## config.mk

```make
export PLATFORM = sky130hd
export DESIGN_NAME = matrix_scalar_mul_sched
export DESIGN_NICKNAME = d
export VERILOG_FILES = /design/src/rtl/matrix_scalar_mul_sched.sv
export SDC_FILE = /design/constraint.sdc
export NUM_CORES = 1
export LEC_CHECK = 0
export ABC_AREA = 1
export CORE_AREA = 8 8 245 247
export DETAILED_ROUTE_END_ITERATION = 8
export DIE_AREA = 0 0 253 255
export PLACE_DENSITY_LB_ADDON = 0.2
export SKIP_LAST_GASP = 1
export SYNTH_ARGS = -nofsm -noshare
export SYNTH_HDL_FRONTEND = slang
export SYNTH_SLANG_ARGS = --single-unit
```

## constraint.sdc

```tcl
create_clock -name clk -period 6.8 [get_ports clk]
set_clock_uncertainty 0.05 [all_clocks]
set_input_delay 1.36 -clock clk [delete_from_list [all_inputs] [get_ports clk]]
set_output_delay 1.36 -clock clk [all_outputs]
set_load 0.005 [all_outputs]
```

## src/rtl/matrix_scalar_mul_sched.sv

```systemverilog
// Round-robin scheduler for two requesters sharing one element multiplier.
// Scales a packed DIM x DIM matrix by a 4-bit scalar, one element per clock.
module matrix_scalar_mul_sched #(
   parameter int ELEM_W = 8,
   parameter int DIM    = 5
) (
   input  logic                      clk,
   input  logic                      reset,
   input  logic                      req0_valid,
   input  logic [2:0]                req0_m,
   input  logic [2:0]                req0_n,
   input  logic [3:0]                req0_scalar,
   input  logic [DIM*DIM*ELEM_W-1:0] req0_matrix,
   output logic                      req0_ready,
   input  logic                      req1_valid,
   input  logic [2:0]                req1_m,
   input  logic [2:0]                req1_n,
   input  logic [3:0]                req1_scalar,
   input  logic [DIM*DIM*ELEM_W-1:0] req1_matrix,
   output logic                      req1_ready,
   output logic [DIM*DIM*ELEM_W-1:0] res_matrix,
   output logic [2:0]                res_m,
   output logic [2:0]                res_n,
   output logic                      res_owner,
   output logic                      res_valid,
   input  logic                      res_ready,
   output logic                      err,
   output logic                      busy
);

   // state | meaning
   // IDLE  | arbitrate between requesters, accept one job
   // CALC  | write one scaled element per clock, row-major
   // DONE  | hold result with res_valid until res_ready
   // ERR   | one-cycle err pulse for a job with bad dimensions

   localparam int MW = DIM * DIM * ELEM_W;
   localparam int IW = $clog2(MW);

   typedef enum logic [1:0] {S_IDLE, S_CALC, S_DONE, S_ERR} state_t;

   state_t              state;
   logic                last;
   logic [2:0]          row_cnt;
   logic [2:0]          col_cnt;
   logic [3:0]          op_scalar;
   logic [MW-1:0]       op_matrix;

   logic                grant_vld;
   logic                grant_idx;
   logic                accept;
   logic [2:0]          acc_m;
   logic [2:0]          acc_n;
   logic                dims_ok;
   logic [IW-1:0]       elem_base;
   logic [ELEM_W-1:0]   prod;

   // On contention the requester that did not win last time is granted.
   always_comb begin
      grant_vld = req0_valid | req1_valid;
      grant_idx = 1'b0;
      if (req0_valid && req1_valid)
         grant_idx = ~last;
      else if (req1_valid)
         grant_idx = 1'b1;
   end

   assign req0_ready = (state == S_IDLE) && grant_vld && !grant_idx;
   assign req1_ready = (state == S_IDLE) && grant_vld && grant_idx;
   assign accept     = req0_ready | req1_ready;

   assign acc_m   = grant_idx ? req1_m : req0_m;
   assign acc_n   = grant_idx ? req1_n : req0_n;
   assign dims_ok = (acc_m != 3'd0) && (acc_m <= 3'(DIM)) &&
                    (acc_n != 3'd0) && (acc_n <= 3'(DIM));

   assign elem_base = IW'((int'(row_cnt) * DIM + int'(col_cnt)) * ELEM_W);
   // Only the low byte of the 12-bit product is kept, so an 8-bit multiply suffices.
   assign prod = op_matrix[elem_base +: ELEM_W] * ELEM_W'(op_scalar);

   always_ff @(posedge clk) begin
      if (reset) begin
         state      <= S_IDLE;
         last       <= 1'b1;
         row_cnt    <= '0;
         col_cnt    <= '0;
         op_scalar  <= '0;
         op_matrix  <= '0;
         res_matrix <= '0;
         res_m      <= '0;
         res_n      <= '0;
         res_owner  <= 1'b0;
         res_valid  <= 1'b0;
         err        <= 1'b0;
         busy       <= 1'b0;
      end else begin
         err <= 1'b0;
         case (state)
            S_IDLE: begin
               if (accept) begin
                  op_scalar  <= grant_idx ? req1_scalar : req0_scalar;
                  op_matrix  <= grant_idx ? req1_matrix : req0_matrix;
                  res_m      <= acc_m;
                  res_n      <= acc_n;
                  res_owner  <= grant_idx;
                  last       <= grant_idx;
                  res_matrix <= '0;
                  row_cnt    <= '0;
                  col_cnt    <= '0;
                  busy       <= 1'b1;
                  if (dims_ok) begin
                     state <= S_CALC;
                  end else begin
                     state <= S_ERR;
                     err   <= 1'b1;
                  end
               end
            end
            S_CALC: begin
               res_matrix[elem_base +: ELEM_W] <= prod;
               if (col_cnt == res_n - 3'd1) begin
                  col_cnt <= '0;
                  if (row_cnt == res_m - 3'd1) begin
                     state     <= S_DONE;
                     res_valid <= 1'b1;
                  end else begin
                     row_cnt <= row_cnt + 3'd1;
                  end
               end else begin
                  col_cnt <= col_cnt + 3'd1;
               end
            end
            S_DONE: begin
               if (res_ready) begin
                  state     <= S_IDLE;
                  res_valid <= 1'b0;
                  busy      <= 1'b0;
               end
            end
            S_ERR: begin
               state <= S_IDLE;
               busy  <= 1'b0;
            end
            default: state <= S_IDLE;
         endcase
      end
   end

endmodule
```

==> results by stage <==
Run status:
- The flow ran to the end, and the final reports show no timing, DRC or antenna violations.

Die:
- The count of boundary I/O pins is 637.
- In this run the horizontal extent of the chip is 253 um.
- After floorplanning, the core was sized to cover between 50000 and 60000 um^2.
- For this configuration, the core starts out at a cell density of 34.5%.
- In this run the vertical extent of the chip is 255 um.
- The die covers 64500 um^2.
- The row count is 87.

Power:
- Summing internal, switching and leakage power gives 10.1 mW.
- For this design the ratio of total power to cell area is 365 nW/um^2.
- Summed over all cells, the static leakage comes to 9.98 nW.
- The maximum vdd ir drop is 283 uV.

STA:
- The number of failing hold endpoints at the final stage is 0.
- The final critical path time including I/O delays and setup is 6.14 ns.
- The worst-case headroom to the max-slew limit is 29.8%.
- Setup repair after global routing left no endpoint under its margin.
- The total count of max-transition violations in the final report is 0.
- The final count of negative-setup-slack endpoints is 0.
- Timing would allow up to 163 MHz.
- After routing, the total negative slack on setup checks comes to 0 ns.
- The final critical path takes up 90.3% of the cycle.
- For the pin with the worst max-slew slack, the measured transition is 1.05 ns.

Setup path:
- Across all register-to-register paths, the minimum setup slack is 0.66 ns.
- STA classifies the critical path startpoint as a flip-flop.
- Measured in cells, the most critical reg-to-reg path has a length of 23.
- The highest fanout seen on the critical path is 9.
- Data on the critical path arrives at its endpoint at 6.54 ns.
- The worst flop-to-flop path startpoint is row_cnt[0].
- The reg-to-reg critical path endpoint is res_matrix[142].
- The library cell contributing the largest single delay on the critical path is sky130_fd_sc_hd__fa_1.
- The kind of end point of the critical path is a flip-flop.
- The critical path goes through ha_1 -> ha_1 -> inv_1 -> fa_1 -> inv_2 -> nor2_1 -> nand2_2 -> inv_2 -> a21oi_1 -> a311oi_1 -> nand2_1 -> nand2_1 -> nand2_1 -> fa_1 -> inv_1 -> fa_1 -> fa_1 -> a21oi_1 -> o21ai_0 -> xnor2_1 -> clkinv_1 -> nand2_1 -> a21oi_1.
- The critical path is of the reg -> reg type.
- The required arrival time at the worst endpoint is between 7 and 8 ns.
- The delay contributed by the slowest stage of the critical path is 0.58 ns.

Run:
- Max-cap violations in this run came to 0.

Finish:
- The area of all sequential standard cells is 8470 um^2.
- Cells fill 49.7% of the core in the end.
- The synthesis-to-layout area growth is 43.8%.
- The share of post-route cells with drive strength above 1 is 5.99%.
- The multi-input combinational cells in the finished layout cover a total of 9550 um^2.
- The layout filler cell count is 5607.
- The net count of the finished layout is around 3700.
- The final design area excluding fillers is 27800 um^2.

Hold path:
- The path class of the lowest-slack min-delay path is reg -> reg.
- The endpoint with the worst hold slack is res_matrix[190].
- The worst hold path was traced through 2 stages.
- The startpoint of the lowest-slack hold path is res_matrix[190].

CTS:
- The deepest clock path buffer count is 3.
- After clock tree synthesis, the repair step resized 0 gates.
- Counting the buffers created by CTS gives 47.
- The root buffer cell is sky130_fd_sc_hd__clkbuf_16.
- The clock tree from TritonCTS is done.
- Hold repair after CTS inserted 0 buffers.
- CTS built an H-tree with a depth of 2.
- Clock latency on the worst-skew pair, taken at its later pin, is roughly 0.60 ns.
- Post-CTS timing repair inserted 0 buffers for setup.
- The register clock-pin slew on the reported worst setup and hold paths is around 0.060 ns.
- Counting every sink on the clock net gives between 400 and 500.

Yosys:
- In the synthesized netlist the dominant register cell turns out to be sky130_fd_sc_hd__dfxtp_1.
- For this run, asynchronously set or reset flops after synthesis account for 0%.
- Ranked by total cell area, the synthesized netlist is headed by sky130_fd_sc_hd__dfxtp_1 (44%), sky130_fd_sc_hd__nand2_1 (20%), sky130_fd_sc_hd__a21oi_1 (7.4%).
- Each instance of the synthesized netlist takes up on average ~7 um^2.
- The post-synthesis cell count is 2709.
- In this run the cell area of the synthesized design comes to 19300 um^2.
- The number of synthesized flops with an enable pin is 0.
- The post-synthesis cell type with the largest combined area is sky130_fd_sc_hd__dfxtp_1.
- The number of different library cells used by synthesis comes to 50.
- Among all cell types in the netlist, the one instantiated most often is sky130_fd_sc_hd__nand2_1.
- The proportion of synthesized chip area in sequential cells is 43.8%.
- The area share of the largest cell type after synthesis is 43.8%.
- The number of nets handed over by synthesis was 3165.
- After synthesis, the most frequently instantiated cells are sky130_fd_sc_hd__nand2_1 (1004), sky130_fd_sc_hd__dfxtp_1 (423), sky130_fd_sc_hd__a21oi_1 (285).
- After synthesis the netlist holds a flip-flop and latch count of approximately 420.
- The count of yosys warnings during synthesis is 0.

GRT:
- The via count of the first global-routing pass came to 20700.
- The initial antenna violation count is 5.
- The wire length of the first global-routing pass is around 130 mm.
- The overflow left after global routing is 0.
- The pin count of the biggest net entering global routing is 132.
- The combined global-route utilization of all metal layers is about 25%.

Routing:
- Using the TritonRoute via totals, the vias-per-cell ratio works out to 5.13.
- After the first detailed-routing iteration, the DRC count stood at 1480.
- Before antenna repair, the detailed router went through 7 iterations.
- Dividing the detail-routed wire length by the instance count gives 20.8 um.
- Wires add up to 84.4 mm.
- The count of nets left with antenna violations once routing finished came out at 0.
- For this run, design rule violations remaining after detail routing come to 0.
- The final route contains 20800 vias.

Placement:
- The detailed placement HPWL is approximately 64 mm.
- During placement, the flow inserted port buffers numbering 636.
- The total cell area at the placement stage is roughly 26000 um^2.
- Routability-driven placement finished with a final weighted congestion of 0.851.
power by group:
part | leakage, nW | total [mW] | switching (mW) | internal [mW]
combinational | 5.74 | 4.31 | 3.05 | 1.26
sequential | 3.45 | 3.17 | 0.264 | 2.91
clock | 0.788 | 2.66 | 1.10 | 1.56
total | 9.98 | 10.1 | 4.41 | 5.72
final cells by class:
cell class                      instances  share of cell area, %
Sequential cell                       423                   30.5
Tap cell                              756                   3.40
Multi-Input combinational cell       1964                   34.4
Clock inverter                         26                   1.12
Timing Repair Buffer                  664                   23.8
Antenna cell                            4                 0.0360
Clock buffer                           62                   4.69
Inverter                              152                   2.06
registers in the layout, summed over array words and instances, names as in the netlist:
register,count
res_matrix,200
res_valid,1
op_scalar,4
last,1
res_m,3
err,1
row_cnt,3
res_owner,1
op_matrix,200
busy,1
col_cnt,3
state,2
res_n,3
logic make-up (layout without fill, tap and decap cells):
family                     count (synthesis)  in the layout  synth area share [%]
buffers and inverters                    322            904                  6.96
AOI/OAI and AO/OA                        601            601                  18.2
adders and majority gates                 31             31                  2.40
other                                      0              4                     0
xor gates and xnor gates                  12             12                 0.544
and+or+nand+nor                         1314           1314                  27.7
DFF                                      423            423                  43.8
muxes                                      6              6                 0.311
worst max-delay path, delay by kind of cell, from the launching register on:
family,cells,cell delay (ns)
compound gates,5,0.67
xor+xnor,1,0.55
fa+ha+maj,6,2.57
buf+inv,5,0.87
flops,1,0.49
simple gates,6,0.78
through the flow:
stage	hold WS (ns)	instances	setup slack [ns]
final	0.410	4051	0.657
after global routing	0.423	4051	0.0925
after CTS	0.411	4047	0.601
after detailed placement	0.403	3959	0.608
after global placement	0.395	3959	0.683
after floorplan	0.379	2709	1.59
how the worst max path moves through the flow:
stage,startpoint,to,slack [ns]
floorplan,row_cnt[2],res_matrix[159],1.59
global placement,row_cnt[0],res_matrix[174],0.68
detailed placement,row_cnt[0],res_matrix[54],0.61
CTS,row_cnt[0],res_matrix[142],0.60
global route,row_cnt[0],res_matrix[71],0.09
finish,row_cnt[0],res_matrix[142],0.66
cells in the final DEF, fill, tap and decap left out, types with 17 or more instances in the layout:
master / synthesis / layout
sky130_fd_sc_hd__a21oi_1: 285 / 285
sky130_fd_sc_hd__a221oi_1: 37 / 37
sky130_fd_sc_hd__a22oi_1: 43 / 43
sky130_fd_sc_hd__a31oi_1: 129 / 129
sky130_fd_sc_hd__buf_4: 9 / 25
sky130_fd_sc_hd__clkbuf_16: 0 / 47
sky130_fd_sc_hd__clkdlybuf4s50_1: 0 / 635
sky130_fd_sc_hd__dfxtp_1: 423 / 423
sky130_fd_sc_hd__ha_1: 21 / 19
sky130_fd_sc_hd__inv_1: 126 / 125
sky130_fd_sc_hd__inv_2: 18 / 17
sky130_fd_sc_hd__nand2_1: 1004 / 1003
sky130_fd_sc_hd__nand3_1: 83 / 83
sky130_fd_sc_hd__nor2_1: 152 / 150
sky130_fd_sc_hd__nor2_2: 23 / 23
sky130_fd_sc_hd__o21ai_0: 54 / 54
sky130_fd_sc_hd__o22ai_1: 19 / 19
layer usage:
metal	up-vias	part of all wire (%)	global-route usage (%)
met5	-	0.015	0
met4	2	2.7	7.91
met3	107	7.1	5.56
met2	772	51	44.8
met1	9825	40	29.1
li1	10100	-	-
No activity file was read; power rests on OpenSTA's default activity.
